===== src/rtl/id_counter.sv =====
// rtl/id_counter.sv - ADPLL increment/decrement counter with divide-by-N output stage
//
// Ports:
//   clk     - system clock, rising edge
//   rst_n   - asynchronous active-low reset
//   inc     - carry request pulse from the K-counter (insert a cycle-shortening)
//   dec     - borrow request pulse from the K-counter (insert a cycle-lengthening)
//   id_out  - phase-adjusted pulse train, nominally 1100 repeating
//   div_out - id_out periods divided by N, square wave
//   pend    - signed pending-request count, positive means inserts are owed
//   ovf     - one-cycle pulse when a request is dropped at saturation

module id_counter #(
    parameter int N        = 8,
    parameter int PEND_MAX = 3,
    parameter int PW       = 3
) (
    input  logic                 clk,
    input  logic                 rst_n,
    input  logic                 inc,
    input  logic                 dec,
    output logic                 id_out,
    output logic                 div_out,
    output logic signed [PW-1:0] pend,
    output logic                 ovf
);

    localparam int CW = (N > 2) ? $clog2(N) : 1;

    localparam logic signed [PW-1:0] PMAX  = PW'(PEND_MAX);
    localparam logic signed [PW-1:0] PMIN  = PW'(-PEND_MAX);
    localparam logic signed [PW-1:0] ONE   = PW'(1);
    localparam logic signed [PW-1:0] MONE  = PW'(-1);
    localparam logic signed [PW-1:0] ZERO  = '0;
    localparam logic [CW-1:0]        CNT_LAST = CW'(N - 1);
    localparam logic [CW-1:0]        CNT_HALF = CW'(N / 2);

    typedef enum logic [2:0] {
        S0  = 3'd0,
        S1  = 3'd1,
        S2  = 3'd2,
        S3  = 3'd3,
        S3X = 3'd4
    } state_t;

    state_t               state_q, state_d;
    logic                 id_q, id_d;
    logic [CW-1:0]        cnt_q, cnt_d;
    logic                 div_q, div_d;
    logic signed [PW-1:0] pend_q, pend_d;
    logic                 ovf_q, ovf_d;

    logic signed [PW-1:0] consume;
    logic signed [PW-1:0] pend_base;
    logic                 period_start;

    always_comb begin
        state_d = state_q;
        consume = ZERO;
        case (state_q)
            S0:  state_d = S1;
            S1:  state_d = S2;
            S2: begin
                // Decision uses the registered count: at most one request per period.
                if (pend_q > ZERO) begin
                    state_d = S0;
                    consume = ONE;
                end else if (pend_q < ZERO) begin
                    state_d = S3X;
                    consume = MONE;
                end else begin
                    state_d = S3;
                end
            end
            S3X: state_d = S3;
            S3:  state_d = S0;
            default: state_d = S3;
        endcase
    end

    // Consumption is applied before the new request so a request arriving on
    // the consuming edge can use the room it frees.
    always_comb begin
        pend_base = pend_q - consume;
        pend_d    = pend_base;
        ovf_d     = 1'b0;
        if (inc && !dec) begin
            if (pend_base >= PMAX) begin
                ovf_d = 1'b1;
            end else begin
                pend_d = pend_base + ONE;
            end
        end else if (dec && !inc) begin
            if (pend_base <= PMIN) begin
                ovf_d = 1'b1;
            end else begin
                pend_d = pend_base - ONE;
            end
        end
    end

    // The divider only advances on entry into S0, i.e. once per id_out period.
    always_comb begin
        period_start = (state_d == S0);
        id_d         = (state_d == S0) || (state_d == S1);
        cnt_d        = cnt_q;
        div_d        = div_q;
        if (period_start) begin
            cnt_d = (cnt_q == CNT_LAST) ? '0 : cnt_q + CW'(1);
            div_d = (cnt_d < CNT_HALF);
        end
    end

    always_ff @(posedge clk or negedge rst_n) begin
        if (!rst_n) begin
            state_q <= S3;
            id_q    <= 1'b0;
            cnt_q   <= CNT_LAST;
            div_q   <= 1'b0;
            pend_q  <= ZERO;
            ovf_q   <= 1'b0;
        end else begin
            state_q <= state_d;
            id_q    <= id_d;
            cnt_q   <= cnt_d;
            div_q   <= div_d;
            pend_q  <= pend_d;
            ovf_q   <= ovf_d;
        end
    end

    assign id_out  = id_q;
    assign div_out = div_q;
    assign pend    = pend_q;
    assign ovf     = ovf_q;

endmodule


===== config.mk =====
export PLATFORM = sky130hd
export DESIGN_NAME = id_counter
export DESIGN_NICKNAME = d
export VERILOG_FILES = /design/src/rtl/id_counter.sv
export SDC_FILE = /design/constraint.sdc
export NUM_CORES = 1
export LEC_CHECK = 0
export CORE_MARGIN = 1.5
export CORE_UTILIZATION = 45
export DETAILED_ROUTE_END_ITERATION = 7
export PLACE_DENSITY = 0.76
export SLEW_MARGIN = 20
export SYNTH_ARGS = -nofsm -noshare
export SYNTH_HDL_FRONTEND = slang
export SYNTH_SLANG_ARGS = --single-unit

===== constraint.sdc =====
create_clock -name clk -period 3.25 [get_ports clk]
set_clock_uncertainty 0.15 [all_clocks]
set_input_delay 0.65 -clock clk [delete_from_list [all_inputs] [get_ports clk]]
set_output_delay 0.65 -clock clk [all_outputs]
set_load 0.01 [all_outputs]

==> qor.txt <==
Worst EP arrival - 3.22 ns
drt first pass iters - 2
total of max-cap violations - 0
WL/cell - 12.1 um
largest net degree at the start of global routing - 14
Worst setup EP type - flip-flop
Post-synth EDFFs - 0
CP startpoint kind - flip-flop
Synth top area share - 0.211
R2R Setup Slk - 0.02 ns
die area - 0.00211 mm2
crit share post-route - 0.994
I/O pin count - 10
count of final setup violators - 0
unrepaired setup endpoints after global routing - yes
YS warnings - 0
post-synth top area cell - dfrtp_1
vias in the first global route - 687
post-synth cell types - 37
hold worst-path end - div_out
fin. max-slew vios - 0
top post-synthesis cells by area - dfrtp_1 (21%), dfstp_2 (16%), ha_1 (11%), inv_1 (3.6%), nand2_1 (3.6%)
post-route minimum period - 3.23 ns
deepest clock path buffer count - 2
synthesized area - 831 um2
GRT Util Overall - 0.188
GPL Wtd Cong - 0.787
final core occ - 0.667
final WL - 1.63 mm
HP Class - reg -> reg
FF+latch count, synth - 12
Initial Util - 0.481
chip width - 46.0 um
DRC - 0
kind of critical path - reg -> reg
IO Port Bufs - 9
first-pass GRT wire length - 2.84 mm
Syn Area/Cell - 9.44 um2
clock latency on the worst-skew pair - 0.27 ns
Post-synth top cells - inv_1 (8), nand2_1 (8), nor2_1 (8)
FF-to-FF Start - state_q[1]
DR vias - 707
CTS tree - built
max frequency - 309 MHz
DP Wirelength - 1.23 mm
Clk pin slew, worst setup/hold paths - 0.07 ns
global route overflow - 0
slew of the pin with the lowest slew margin - 0.483 ns
Async S/R FF share, synth - 1.00
initial antenna violation count - 0
Hold Crit Depth - 2
DR vias/cell - 5.24
Reg2Reg Depth - 12
clock root buffer - clkbuf_4
Slew headroom - 0.677
syn_nets - 100
worst-path fanout max - 4
Gate Count Post-Synth - 88
H-Tree Depth - 1
Die Y - 46.0 um
Post-CTS Hold Fix Bufs - 0
Final Hold Fails - 0
Rows - 15
worst hold start - div_out
share of post-route cells with drive strength above 1 - 0.364
Top FF cell, synth - dfrtp_1
# diodes - 0
Final #Nets - 123
Initial DRC Count - 3
post-route ant nets - 0
Required @ worst endpoint - 3.24 ns
Area growth syn-to-layout - 38.6%
register area share after synthesis - 0.369
core region area - 0.00173 mm2
Num CTS Buffers - 3
CTS Sinks - 12
outcome - finished, final reports clean
Critical R2R Capture - pend[1]
## routing by layer
metal  GRT usage  share of wire
met5           0              0
met4      0.0343         0.0080
met3      0.0476          0.023
met2       0.336           0.53
met1       0.227           0.43
## worst max-delay path by stage
stage | startpoint | end | cells after the start
6_report | state_q[1] | pend[1] | 12
5_1_grt | state_q[1] | pend[1] | 12
4_1_cts | state_q[1] | pend[1] | 12
2_1_floorplan | state_q[1] | pend[1] | 13
3_5_place_dp | state_q[1] | pend[0] | 12
3_3_place_gp | state_q[1] | pend[0] | 12
## area by class of cell
class                   instances  area [um2]
fillers                       146         576
well taps                      25        31.3
inverters                       8        32.5
repair buffers                 20         173
multi-input cells              66         571
flip-flops and latches         12         308
clock buffers                   4        36.3
## critical path, cell delays in order (launching register included)
cell      delay, ns
dfstp_2        0.53
nor3b_4        0.19
and2_4         0.18
ha_4           0.11
inv_2          0.03
fa_2           0.57
ha_4           0.15
inv_4          0.04
ha_4           0.25
nand3b_1       0.07
mux2_4         0.31
and4b_1        0.18
or3_1          0.34
## registers in the layout (all words and copies together) (netlist names)
name	count
ovf	1
state_q	3
div_out	1
cnt_q	3
pend	3
id_out	1
## per-stage QoR
stage / setup slack [ns] / cell area (um2) / std cells / hold WS (ns) / TNS, ns
after floorplan: -0.00964 / 882 / 88 / 0.204 / -0.00964
after global placement: 0.0261 / 1060 / 129 / 0.316 / 0
after detailed placement: -0.0941 / 1060 / 129 / 0.360 / -0.0965
after CTS: -0.000703 / 1120 / 134 / 0.376 / -0.000703
after global routing: -0.101 / 1150 / 135 / 0.400 / -0.101
final: 0.0182 / 1150 / 135 / 0.364 / 0
## kinds of logic (layout without fill, tap and decap cells)
| family | Yosys count | in the layout | share of synthesized area |
|---|---|---|---|
| AO/OA/AOI/OAI | 19 | 19 | 0.151 |
| XOR/XNOR | 1 | 1 | 0.0105 |
| adder cells (fa/ha/maj) | 8 | 8 | 0.130 |
| buffers and inverters | 10 | 32 | 0.0542 |
| flip-flops | 12 | 12 | 0.369 |
| multiplexers | 4 | 4 | 0.0572 |
| AND/OR/NAND/NOR | 34 | 34 | 0.229 |
## cell usage in the layout (no fill, tap or decap), types with 2 or more instances in the layout
cell,instances
buf_4,11
and2_1,2
nor2_1,8
ha_1,4
clkdlybuf4s50_1,9
o21ai_0,2
a21oi_1,5
inv_1,6
clkbuf_4,3
mux2_2,2
nand2_1,8
ha_4,3
o21ai_1,2
dfstp_2,5
a21o_1,2
dfrtp_1,6
nand3b_1,2
## repair_timing
action                                 in CTS  in global routing
setup buffers                               1                  1
pin swaps                                   4                  3
gates resized for setup                     5                  3
setup endpoints to repair                   2                  2
endpoints found under the hold margin       0                  0
Power is not shown: default switching activity piles up to over one toggle a cycle in this logic, so the estimate is an artifact.
